## config.mk

```make
export PLATFORM = sky130hd
export DESIGN_NAME = turf_wb_byte_bridge_flat
export DESIGN_NICKNAME = d
export VERILOG_FILES = /design/src/rtl/turf_wb_byte_bridge_pkg.sv /design/src/rtl/turf_wb_byte_bridge_if.sv /design/src/rtl/turf_wb_byte_bridge.sv /design/src/flat_wrapper.sv
export SDC_FILE = /design/constraint.sdc
export NUM_CORES = 1
export LEC_CHECK = 0
export CAP_MARGIN = 20
export CORE_ASPECT_RATIO = 2
export CORE_MARGIN = 2
export CORE_UTILIZATION = 40
export DETAILED_ROUTE_END_ITERATION = 10
export PLACE_DENSITY = 0.67
export SYNTH_ARGS = -nofsm -noshare
export SYNTH_HDL_FRONTEND = slang
export SYNTH_SLANG_ARGS = --single-unit
```

## constraint.sdc

```tcl
create_clock -name clk_i -period 3.35 [get_ports clk_i]
set_input_delay 1.005 -clock clk_i [delete_from_list [all_inputs] [get_ports clk_i]]
set_output_delay 1.005 -clock clk_i [all_outputs]
set_load 0.02 [all_outputs]
```

## src/rtl/turf_wb_byte_bridge_pkg.sv

```systemverilog
// Shared types and constants for the byte-stream to WISHBONE bridge.
package turf_wb_bridge_pkg;

  typedef enum logic [2:0] {
    StIdle,
    StAddr,
    StWdata,
    StBus,
    StRstat,
    StRdata
  } state_e;

  localparam logic [7:0] STATUS_ACK     = 8'h00;
  localparam logic [7:0] STATUS_ERR     = 8'h01;
  localparam logic [7:0] STATUS_RTY     = 8'h02;
  localparam logic [7:0] STATUS_TIMEOUT = 8'h03;

  localparam int unsigned CMD_WRITE_BIT = 7;
  localparam int unsigned CMD_SEL_MSB   = 3;
  localparam int unsigned CMD_SEL_LSB   = 0;

endpackage

```

## src/rtl/turf_wb_byte_bridge_if.sv

```systemverilog
// Command/response byte streams plus the WISHBONE initiator port of the bridge.
interface turf_wb_byte_bridge_if #(
  parameter int unsigned ADDR_WIDTH = 28,
  parameter int unsigned DATA_WIDTH = 32
);
  logic [7:0]              s_tdata;
  logic                    s_tvalid;
  logic                    s_tready;
  logic [7:0]              m_tdata;
  logic                    m_tvalid;
  logic                    m_tready;
  logic                    wb_cyc_o;
  logic                    wb_stb_o;
  logic                    wb_we_o;
  logic [ADDR_WIDTH-1:0]   wb_adr_o;
  logic [DATA_WIDTH-1:0]   wb_dat_o;
  logic [DATA_WIDTH/8-1:0] wb_sel_o;
  logic [DATA_WIDTH-1:0]   wb_dat_i;
  logic                    wb_ack_i;
  logic                    wb_err_i;
  logic                    wb_rty_i;

  // Bridge side.
  modport master (
    input  s_tdata, s_tvalid, m_tready, wb_dat_i, wb_ack_i, wb_err_i, wb_rty_i,
    output s_tready, m_tdata, m_tvalid, wb_cyc_o, wb_stb_o, wb_we_o, wb_adr_o, wb_dat_o,
           wb_sel_o
  );

  // Environment side: command source, response sink and WISHBONE target.
  modport slave (
    output s_tdata, s_tvalid, m_tready, wb_dat_i, wb_ack_i, wb_err_i, wb_rty_i,
    input  s_tready, m_tdata, m_tvalid, wb_cyc_o, wb_stb_o, wb_we_o, wb_adr_o, wb_dat_o,
           wb_sel_o
  );
endinterface

```

## src/rtl/turf_wb_byte_bridge.sv

```systemverilog
// Parses CMD/ADDR/WDATA byte packets, runs one classic WISHBONE cycle per packet and
// returns a status byte (plus read data on an acked read).
module turf_wb_byte_bridge
  import turf_wb_bridge_pkg::*;
#(
  parameter int unsigned TIMEOUT_CYCLES = 1024,
  parameter int unsigned ADDR_WIDTH     = 28,
  parameter int unsigned DATA_WIDTH     = 32
) (
  input  logic                  clk_i,
  input  logic                  rst_i,
  turf_wb_byte_bridge_if.master bus
);

  localparam int unsigned TmoW = $clog2(TIMEOUT_CYCLES);
  localparam logic [TmoW-1:0] TmoLast = TmoW'(TIMEOUT_CYCLES - 1);

  state_e                  state_q;
  logic                    s_tready_q;
  logic                    m_tvalid_q;
  logic [7:0]              m_tdata_q;
  logic                    cyc_q;
  logic                    we_q;
  logic [DATA_WIDTH/8-1:0] sel_q;
  logic [ADDR_WIDTH-1:0]   adr_q;
  logic [DATA_WIDTH-1:0]   wdat_q;
  logic [DATA_WIDTH-1:0]   rdat_q;
  logic [7:0]              status_q;
  logic [1:0]              cnt_q;
  logic [TmoW-1:0]         tmo_q;

  logic s_hs;
  logic m_hs;

  assign s_hs = bus.s_tvalid & s_tready_q;
  assign m_hs = m_tvalid_q & bus.m_tready;

  assign bus.s_tready = s_tready_q;
  assign bus.m_tvalid = m_tvalid_q;
  assign bus.m_tdata  = m_tdata_q;
  assign bus.wb_cyc_o = cyc_q;
  assign bus.wb_stb_o = cyc_q;
  assign bus.wb_we_o  = we_q;
  assign bus.wb_sel_o = sel_q;
  assign bus.wb_adr_o = adr_q;
  assign bus.wb_dat_o = wdat_q;

  always_ff @(posedge clk_i) begin
    if (rst_i) begin
      state_q    <= StIdle;
      s_tready_q <= 1'b0;
      m_tvalid_q <= 1'b0;
      m_tdata_q  <= 8'h00;
      cyc_q      <= 1'b0;
      we_q       <= 1'b0;
      sel_q      <= '0;
      adr_q      <= '0;
      wdat_q     <= '0;
      rdat_q     <= '0;
      status_q   <= STATUS_ACK;
      cnt_q      <= 2'd0;
      tmo_q      <= '0;
    end else begin
      unique case (state_q)
        StIdle: begin
          s_tready_q <= 1'b1;
          if (s_hs) begin
            we_q    <= bus.s_tdata[CMD_WRITE_BIT];
            sel_q   <= bus.s_tdata[CMD_SEL_MSB:CMD_SEL_LSB];
            cnt_q   <= 2'd0;
            state_q <= StAddr;
          end
        end
        StAddr: begin
          if (s_hs) begin
            // Shifting into a 28-bit register drops the upper nibble of the 32-bit field.
            adr_q <= {adr_q[ADDR_WIDTH-9:0], bus.s_tdata};
            cnt_q <= cnt_q + 2'd1;
            if (cnt_q == 2'd3) begin
              if (we_q) begin
                state_q <= StWdata;
              end else begin
                state_q    <= StBus;
                s_tready_q <= 1'b0;
                cyc_q      <= 1'b1;
                tmo_q      <= '0;
              end
            end
          end
        end
        StWdata: begin
          if (s_hs) begin
            wdat_q <= {wdat_q[DATA_WIDTH-9:0], bus.s_tdata};
            cnt_q  <= cnt_q + 2'd1;
            if (cnt_q == 2'd3) begin
              state_q    <= StBus;
              s_tready_q <= 1'b0;
              cyc_q      <= 1'b1;
              tmo_q      <= '0;
            end
          end
        end
        StBus: begin
          if (bus.wb_ack_i || bus.wb_err_i || bus.wb_rty_i || (tmo_q == TmoLast)) begin
            cyc_q      <= 1'b0;
            m_tvalid_q <= 1'b1;
            state_q    <= StRstat;
            if (bus.wb_ack_i) begin
              status_q  <= STATUS_ACK;
              m_tdata_q <= STATUS_ACK;
              if (!we_q) rdat_q <= bus.wb_dat_i;
            end else if (bus.wb_err_i) begin
              status_q  <= STATUS_ERR;
              m_tdata_q <= STATUS_ERR;
            end else if (bus.wb_rty_i) begin
              status_q  <= STATUS_RTY;
              m_tdata_q <= STATUS_RTY;
            end else begin
              status_q  <= STATUS_TIMEOUT;
              m_tdata_q <= STATUS_TIMEOUT;
            end
          end else begin
            tmo_q <= tmo_q + 1'b1;
          end
        end
        StRstat: begin
          if (m_hs) begin
            if (!we_q && (status_q == STATUS_ACK)) begin
              m_tdata_q <= rdat_q[DATA_WIDTH-1 -: 8];
              rdat_q    <= {rdat_q[DATA_WIDTH-9:0], 8'h00};
              cnt_q     <= 2'd0;
              state_q   <= StRdata;
            end else begin
              m_tvalid_q <= 1'b0;
              s_tready_q <= 1'b1;
              state_q    <= StIdle;
            end
          end
        end
        StRdata: begin
          if (m_hs) begin
            if (cnt_q == 2'd3) begin
              m_tvalid_q <= 1'b0;
              s_tready_q <= 1'b1;
              state_q    <= StIdle;
            end else begin
              m_tdata_q <= rdat_q[DATA_WIDTH-1 -: 8];
              rdat_q    <= {rdat_q[DATA_WIDTH-9:0], 8'h00};
              cnt_q     <= cnt_q + 2'd1;
            end
          end
        end
        default: state_q <= StIdle;
      endcase
    end
  end

endmodule

```

## src/flat_wrapper.sv

```systemverilog
// flat-port wrapper written by rule: the top's interface ports become plain ports
module turf_wb_byte_bridge_flat import turf_wb_bridge_pkg::*;
#(
  parameter int unsigned TIMEOUT_CYCLES = 1024,
  parameter int unsigned ADDR_WIDTH     = 28,
  parameter int unsigned DATA_WIDTH     = 32
)
  (clk_i, rst_i, bus_s_tdata, bus_s_tvalid, bus_m_tready, bus_wb_dat_i, bus_wb_ack_i, bus_wb_err_i, bus_wb_rty_i, bus_s_tready, bus_m_tdata, bus_m_tvalid, bus_wb_cyc_o, bus_wb_stb_o, bus_wb_we_o, bus_wb_adr_o, bus_wb_dat_o, bus_wb_sel_o);
  turf_wb_byte_bridge_if #(.ADDR_WIDTH(ADDR_WIDTH), .DATA_WIDTH(DATA_WIDTH)) bus_i ();
  input  logic clk_i;
  input  logic rst_i;
  input wire logic [$bits(bus_i.s_tdata)-1:0] bus_s_tdata;
  input wire logic [$bits(bus_i.s_tvalid)-1:0] bus_s_tvalid;
  input wire logic [$bits(bus_i.m_tready)-1:0] bus_m_tready;
  input wire logic [$bits(bus_i.wb_dat_i)-1:0] bus_wb_dat_i;
  input wire logic [$bits(bus_i.wb_ack_i)-1:0] bus_wb_ack_i;
  input wire logic [$bits(bus_i.wb_err_i)-1:0] bus_wb_err_i;
  input wire logic [$bits(bus_i.wb_rty_i)-1:0] bus_wb_rty_i;
  output wire logic [$bits(bus_i.s_tready)-1:0] bus_s_tready;
  output wire logic [$bits(bus_i.m_tdata)-1:0] bus_m_tdata;
  output wire logic [$bits(bus_i.m_tvalid)-1:0] bus_m_tvalid;
  output wire logic [$bits(bus_i.wb_cyc_o)-1:0] bus_wb_cyc_o;
  output wire logic [$bits(bus_i.wb_stb_o)-1:0] bus_wb_stb_o;
  output wire logic [$bits(bus_i.wb_we_o)-1:0] bus_wb_we_o;
  output wire logic [$bits(bus_i.wb_adr_o)-1:0] bus_wb_adr_o;
  output wire logic [$bits(bus_i.wb_dat_o)-1:0] bus_wb_dat_o;
  output wire logic [$bits(bus_i.wb_sel_o)-1:0] bus_wb_sel_o;
  assign bus_i.s_tdata = bus_s_tdata;
  assign bus_i.s_tvalid = bus_s_tvalid;
  assign bus_i.m_tready = bus_m_tready;
  assign bus_i.wb_dat_i = bus_wb_dat_i;
  assign bus_i.wb_ack_i = bus_wb_ack_i;
  assign bus_i.wb_err_i = bus_wb_err_i;
  assign bus_i.wb_rty_i = bus_wb_rty_i;
  assign bus_s_tready = bus_i.s_tready;
  assign bus_m_tdata = bus_i.m_tdata;
  assign bus_m_tvalid = bus_i.m_tvalid;
  assign bus_wb_cyc_o = bus_i.wb_cyc_o;
  assign bus_wb_stb_o = bus_i.wb_stb_o;
  assign bus_wb_we_o = bus_i.wb_we_o;
  assign bus_wb_adr_o = bus_i.wb_adr_o;
  assign bus_wb_dat_o = bus_i.wb_dat_o;
  assign bus_wb_sel_o = bus_i.wb_sel_o;
  turf_wb_byte_bridge #(.TIMEOUT_CYCLES(TIMEOUT_CYCLES), .ADDR_WIDTH(ADDR_WIDTH), .DATA_WIDTH(DATA_WIDTH)) u_core (.clk_i(clk_i), .rst_i(rst_i), .bus(bus_i));
endmodule
```

==> impl_results.md, run 1 <==
* Async S/R FF share, synth at 0%
* Number of antenna violations at the first check in global routing at 0
* Result of the run: complete, no violations
* Number of routed nets with antenna violations at 0
* Resize count post-CTS at 0
* Total clock buffers created by CTS at 17
* Net count of the mapped netlist at 646
* Sort of element at the end of the critical path: register
* Synthesis-to-finish area growth at 37.0%
* Adder-cell area share of the yosys netlist at less than 1%
* Peak ir drop on the vdd network at 414 uV
* Highest metal layer with signal wires: met4
* Area taken by flip-flops and latches at 2500 um^2
* Overall via count from detail_route at 4597
* Worst slew margin at 38.9%
* Final design utilization at 55.8%
* Highest fanout seen on the critical path at 9
* Primary FF master, synth: dfxtp_1
* Leak at 2.53 nW
* Net load switching power at 1.43 mW
* Share of power burned in registers at 39.0%
* Critical path arrival at a little over 3000 ps
* Achievable clock frequency at 369 MHz
* Minimum setup slack in the final design at 638 ps
* Max-slew violation count at 0
* Final antenna diode count at 0
* Crit start category: primary input
* Count of final hold-check violations at 0
* Final RePlAce weighted congestion at ~0.82
* Num rows at 58
* Worst setup timing slack at the placement stage at 192 ps
* Capture instance of the worst register-to-register path: u_core.rdat_q[5]$_SDFFE_PP0P_
* Synth Area in XOR/XNOR at 0.171%
* Total Nets Final at 757
* Syn Area/Cell at 8.56 um^2
* Synth cell types at 46
* Number of placed instances, taps included at 839
* Port bufs at 123
* Number of filler instances in the final layout at 1163
* Worst hold slack across all endpoints at 453 ps
* Sum of routed wire segments on met1 at between 5000 and 6000 um
* Die X-Extent at 83.9 um
* Share of synthesized area spent on multiplexers at 5.88%
* Hold Buf Count CTS at 0
* Number of DRC markers in iteration 0 at 133
* Sequential share of the synthesized area at between 40% and 50%
* Min Tclk post-route at 2710 ps
* Worst flop-to-flop path startpoint: u_core.tmo_q[0]$_SDFFE_PP0P_
* Clock Tree Buf Depth at 2
* Core ar. at 12600 um^2
* Worst path cell trace: clkdlybuf4s50_1, or3_1, a41o_1, nand2_1, nor4_2, a22o_1
* I/O pin total at 124
* Internal cell power at 3.09 mW
* Source of the worst hold timing path: u_core.bus.wb_dat_o[31]$_SDFFE_PP0P_
* TritonCTS clock tree: done
* Main area contributors after synthesis: dfxtp_1 49%, nand2_1 10%, a21oi_1 7.3%
* Number of H-tree levels at 4
* Slowest Stage Delay on Critical Path at 610 ps
* RSZ-0062 raised after global routing: false
* Number of max-cap violations at 0
* Initial core utilization at 40.7%
* Post-route non-filler standard cell count at 871
* Most instantiated cells after synthesis: 138 x nand2_1, 125 x dfxtp_1, 75 x a21oi_1, 52 x nor2_1, 31 x clkbuf_1
* Average wire per cell in the routed design at around 15 um
* Clock edge transition at the registers on the reported setup and hold paths at 60 ps
* Wire length of the first global-routing pass at approximately 21000 um
* Share of cells above drive strength 1 at under 10%
* Crit Path Category: in2reg
* Sum of routed wire length over all layers at about 13000 um
* Warning count from the yosys run at 0
* Vert. Die Dim at 164 um
* Hold/Removal Path Class: reg2reg
* Post-Syn Instances at 597
* Switching share of total power at about a third
* Remaining DRCs at 0
* Met2 WL at 7060 um
* Fraction of synthesized cell area taken by the top area cell type at 49.0%
* Synthesized cell area at 5110 um^2
* Worst path slowest cell: nor4_2
* TritonRoute pass-1 iters at 4
* Slack of the worst reg-to-reg path at 960 ps
* Die Footprint at 13700 um^2
* Most common cell in the synthesized netlist: nand2_1
* Post-route clock skew at 10.2 ps
* Clock insertion delay at the later pin of the skew report at 410 ps
* Worst reg2reg path depth at 6
* Largest net degree at the start of global routing at 78
* Worst path required time at 3710 ps
* Via-to-Cell Ratio at 5.28
* Final setup violating endpoints at 0
* Clock sink count at 125
* Cell depth of the worst hold path at 2
* End point of the most critical hold path: u_core.bus.wb_dat_o[31]$_SDFFE_PP0P_
* Master cell of the clock root buffer: clkbuf_16
* PD cells at 646 nW/um^2
* Vias in the first global route at 4571
* Dominant combinational cell family by area after synthesis: simple AND/OR/NAND/NOR gates
* Final Cycle Share at roughly 81%
* Number of enable flip-flop cells after synthesis at 0
* Clock power share at 36.7%
* Fraction of the mapped netlist area in compound gates at 20.0%
* Cell taking the most area after synthesis: dfxtp_1
* Simple-gate portion of the synthesized area at 20.6%
* Transition at the pin with the smallest max-transition slack at a little over 900 ps
* Sum of negative setup slack at 0 ps
* #FFs+latches synth at approximately 130
* Setup bufs post-CTS at 0
* Portion of total power attributed to combinational logic at 24.3%
* DP Wirelength at 9290 um
* Met3 WL at 584 um
* Area occupied by multi-input gates at about 2400 um^2
* Total global routing overflow at 0
* All-layer global routing usage at 19.1%
[registers in the layout, indices dropped and copies added (netlist names), 2 cells and up]
name	flops
u_core.bus.wb_dat_o	32
u_core.rdat_q	32
u_core.bus.wb_adr_o	28
u_core.tmo_q	10
u_core.bus.m_tdata	8
u_core.bus.wb_sel_o	4
u_core.state_q	3
u_core.cnt_q	2
u_core.status_q	2
[stage by stage]
step	power, mW	instance area, um^2
3_5_place_dp	2.90	6460
2_1_floorplan	2.59	5110
6_report	4.52	7000
5_1_grt	4.78	7000
3_3_place_gp	2.87	6460
4_1_cts	4.58	7000
[layout by cell type, fill, tap and decap left out, drive strengths merged, types with 4 or more instances in the layout]
master,netlist,final
nor2,52,52
nand2,138,138
or3,5,5
clkdlybuf4s50,0,122
inv,5,10
a21oi,75,75
mux2i,30,30
clkinvlp,0,5
clkinv,0,4
nor2b,8,8
clkbuf,31,18
a22o,10,10
o211ai,6,6
buf,11,12
nand2b,4,4
nor3,13,13
dfxtp,125,125
nand3,7,7
a211oi,27,27
a22oi,6,6
o21ai,10,10
[worst max path at each step]
stage	to	cells past startpoint	startpoint	slack, ps
final	u_core.rdat_q[5]$_SDFFE_PP0P_	6	bus_wb_ack_i	640
after global routing	u_core.rdat_q[5]$_SDFFE_PP0P_	6	bus_wb_ack_i	550
after CTS	u_core.rdat_q[5]$_SDFFE_PP0P_	6	bus_wb_ack_i	630
after detailed placement	u_core.rdat_q[5]$_SDFFE_PP0P_	6	bus_wb_ack_i	190
after global placement	u_core.tmo_q[5]$_SDFFE_PP0P_	6	bus_wb_ack_i	270
after floorplan	u_core.tmo_q[5]$_SDFFE_PP0P_	6	bus_wb_ack_i	860
[cell type report]
type	count	share of cell area, %
flip-flops and latches	125	35.7
multi-input cells	425	34.7
repair buffers	134	18.9
clock buffers	18	6.13
well taps	150	2.68
clock inverters	14	1.59
inverters	5	0.268
[critical path, delay by kind of cell]
kind | cells | cell delay [ps]
buffers and inverters | 1 | 550
and+or+nand+nor | 3 | 960
AOI/OAI and AO/OA | 2 | 550
[layer usage]
metal  GRT usage (%)  up-vias
li1                -     2294
met1            20.0     2127
met2            36.0      152
met3            4.27       24
met4            8.06        0
met5               0        -
[cell families after synthesis]
logic type,count (synthesis)
mux,30
simple gates,243
buf+inv,47
xor+xnor,1
fa+ha+maj,2
compound gates,149
flops,125
[power by group through the flow]
stage / Clock (mW) / Combinational (mW) / Sequential [mW]
detailed placement: 0 / 1.11 / 1.80
floorplan: 0 / 0.796 / 1.79
CTS: 1.70 / 1.11 / 1.77
finish: 1.66 / 1.10 / 1.76
global placement: 0 / 1.08 / 1.79
global route: 1.77 / 1.22 / 1.79
Note: power is estimated with default switching activity, not from simulation.
==> run 2: changes to the inputs <==
==> constraint.sdc (replaced) <==
create_clock -name clk_i -period 2.6 [get_ports clk_i]
set_input_delay 0.78 -clock clk_i [delete_from_list [all_inputs] [get_ports clk_i]]
set_output_delay 0.78 -clock clk_i [all_outputs]
set_load 0.02 [all_outputs]
==> run 2 against run 1 <==
  * Non-clock buffer count increased by 12
  * Global-route usage increased by 0.069 points
  * Worst hold slack improved by 1.0 ps
  * Setup slack got worse by 370 ps
  * Largest cell class unchanged
  * Power increased by 38%
  * Clock power increased by 52%
  * Sequential power increased by 30%
  * Clock-buffer cell count increased by 1
==> impl_results.md, run 2 (synthesis gave the netlist of run 1 again) <==
* Port bufs at 123 (unchanged)
* Number of H-tree levels at 4 (unchanged)
* Final Cycle Share at between 80% and 90%
* Total Nets Final at 769 (+1.6%)
* Number of routed nets with antenna violations at 0 (unchanged)
* Average wire per cell in the routed design at 14.9 um (about the same)
* Largest net degree at the start of global routing at 59 (-24%)
* Peak ir drop on the vdd network at 593 uV (+43%)
* Sort of element at the end of the critical path: output pin
* Total global routing overflow at 0 (unchanged)
* PD cells at 863 nW/um^2 (+34%)
* Core ar. at 12600 um^2 (unchanged)
* RSZ-0062 raised after global routing: false
* Worst reg2reg path depth at 6 (unchanged)
* TritonRoute pass-1 iters at 4 (unchanged)
* Number of antenna violations at the first check in global routing at 0 (unchanged)
* Hold/Removal Path Class: reg2reg
* Overall power consumption at 6.24 mW (+38%)
* Worst slew margin at 46.1% (+7.1 points)
* Placement Cell Area at 6600 um^2 (+2.2%)
* Via-to-Cell Ratio at 5.27 (-0.13%)
* Num rows at 58 (unchanged)
* DP Wirelength at 9290 um (about the same)
* Highest fanout seen on the critical path at 8 (-1)
* Leading cell types in the layout, fill and taps excluded: 138 x nand2_1, 125 x dfxtp_1, 122 x clkdlybuf4s50_1, 75 x a21oi_1, 52 x nor2_1
* Cell area after layout at 7230 um^2 (+3.3%)
* Sum of negative setup slack at 0 ps (unchanged)
* Post-route clock skew at 9.84 ps (-0.362 ps)
* Final RePlAce weighted congestion at 0.824 (+0.43%)
* Worst path cell trace: clkdlybuf4s50_1
* Synthesis-to-finish area growth at 41.6%
* Number of filler instances in the final layout at 1127 (-3.1%)
* Min Tclk post-route at 2330 ps
* Vert. Die Dim at 164 um (unchanged)
* Crit start category: register
* Final antenna diode count at 0 (unchanged)
* Number of placed instances, taps included at 851 (+1.4%)
* TritonCTS clock tree: done
* Die X-Extent at 83.9 um (unchanged)
* Clock edge transition at the registers on the reported setup and hold paths at 60 ps (about the same)
* Number of DRC markers in iteration 0 at 176 (+32%)
* Final setup violating endpoints at 0 (unchanged)
* Resize count post-CTS at 0 (unchanged)
* Crit Path Category: reg2out
* Overall via count from detail_route at 4649 (+1.1%)
* Transition at the pin with the smallest max-transition slack at 802 ps (-114 ps)
* Hold Buf Count CTS at 0 (unchanged)
* Sum of routed wire length over all layers at 13100 um (+1.2%)
* Worst hold slack across all endpoints at 454 ps (+1.03 ps)
* Master cell of the clock root buffer: clkbuf_16
* Share of cells above drive strength 1 at 11.2% (+1.4 points)
* Critical path arrival at 1550 ps (-1520 ps)
* Clock sink count at 125 (unchanged)
* Number of cells on the critical path at 1 (-5)
* Wire length of the first global-routing pass at 21400 um (+0.29%)
* Worst path slowest cell: clkdlybuf4s50_1
* Post-route non-filler standard cell count at 882 (+1.3%)
* Achievable clock frequency at 429 MHz
* Most common library cell in the layout ignoring fill and taps: nand2_1
* Slowest Stage Delay on Critical Path at 670 ps (+60 ps)
* Clock insertion delay at the later pin of the skew report at 410 ps (about the same)
* Result of the run: complete, no violations
* Critical path buffers and inverters at 1 (unchanged)
* Clock Tree Buf Depth at 2 (unchanged)
* Leak at 2.65 nW (+5.0%)
* All-layer global routing usage at 19.1% (+0.069 points)
* I/O pin total at 124 (unchanged)
* Largest delay share family, worst path: buffers and inverters
* Vias in the first global route at 4484 (-1.9%)
* Max-slew violation count at 0 (unchanged)
* Die Footprint at 13700 um^2 (unchanged)
* Worst path required time at 1820 ps (-1890 ps)
* Area occupied by multi-input gates at 2430 um^2 (unchanged)
* Total clock buffers created by CTS at 17 (unchanged)
* Initial core utilization at 40.7% (unchanged)
* Number of max-cap violations at 0 (unchanged)
* Setup bufs post-CTS at 0 (unchanged)
* Area taken by flip-flops and latches at 2500 um^2 (unchanged)
* Remaining DRCs at 0 (unchanged)
* Count of final hold-check violations at 0 (unchanged)
* Cell depth of the worst hold path at 2 (unchanged)
run 2: power breakdown:
part	leakage, nW	total, mW	switching (mW)	internal, mW
combinational	1.34	1.43	0.775	0.658
clock	0.306	2.52	0.883	1.64
sequential	1.01	2.29	0.165	2.12
total	2.65	6.24	1.82	4.42
run 2: area by class of cell:
class / count / share of cell area (%)
clock inverters: 12 / 2.59
flip-flops and latches: 125 / 34.6
inverters: 5 / 0.259
repair buffers: 146 / 20.2
multi-input cells: 425 / 33.6
clock buffers: 19 / 6.12
well taps: 150 / 2.59
run 2: final timing paths:
path	from	end	slack [ps]
worst min-delay path	u_core.bus.wb_dat_o[24]$_SDFFE_PP0P_	u_core.bus.wb_dat_o[24]$_SDFFE_PP0P_	450
worst max register to register	u_core.state_q[0]$_SDFFE_PP0P_	u_core.rdat_q[30]$_SDFFE_PP0P_	390
worst max-delay path	u_core.bus.wb_we_o$_SDFFE_PP0P_	bus_wb_we_o	270
worst min register to register	u_core.bus.wb_dat_o[24]$_SDFFE_PP0P_	u_core.bus.wb_dat_o[24]$_SDFFE_PP0P_	450
run 2: layer usage:
| layer | global-route usage, % | wire [um] | vias to the layer above |
|---|---|---|---|
| met5 | 0 | 0 | - |
| met2 | 36.0 | 7250 | 127 |
| met3 | 4.72 | 536 | 14 |
| met1 | 20.9 | 5180 | 2184 |
| li1 | - | - | 2324 |
| met4 | 5.87 | 177 | 0 |
run 2: metrics by stage:
| step | utilization [%] | setup WS (ps) |
|---|---|---|
| floorplan | - | 332 |
| global placement | 52.6 | -52.4 |
| detailed placement | 52.6 | -99.3 |
| CTS | 57.6 | 223 |
| global route | 57.6 | 176 |
| finish | 57.6 | 269 |
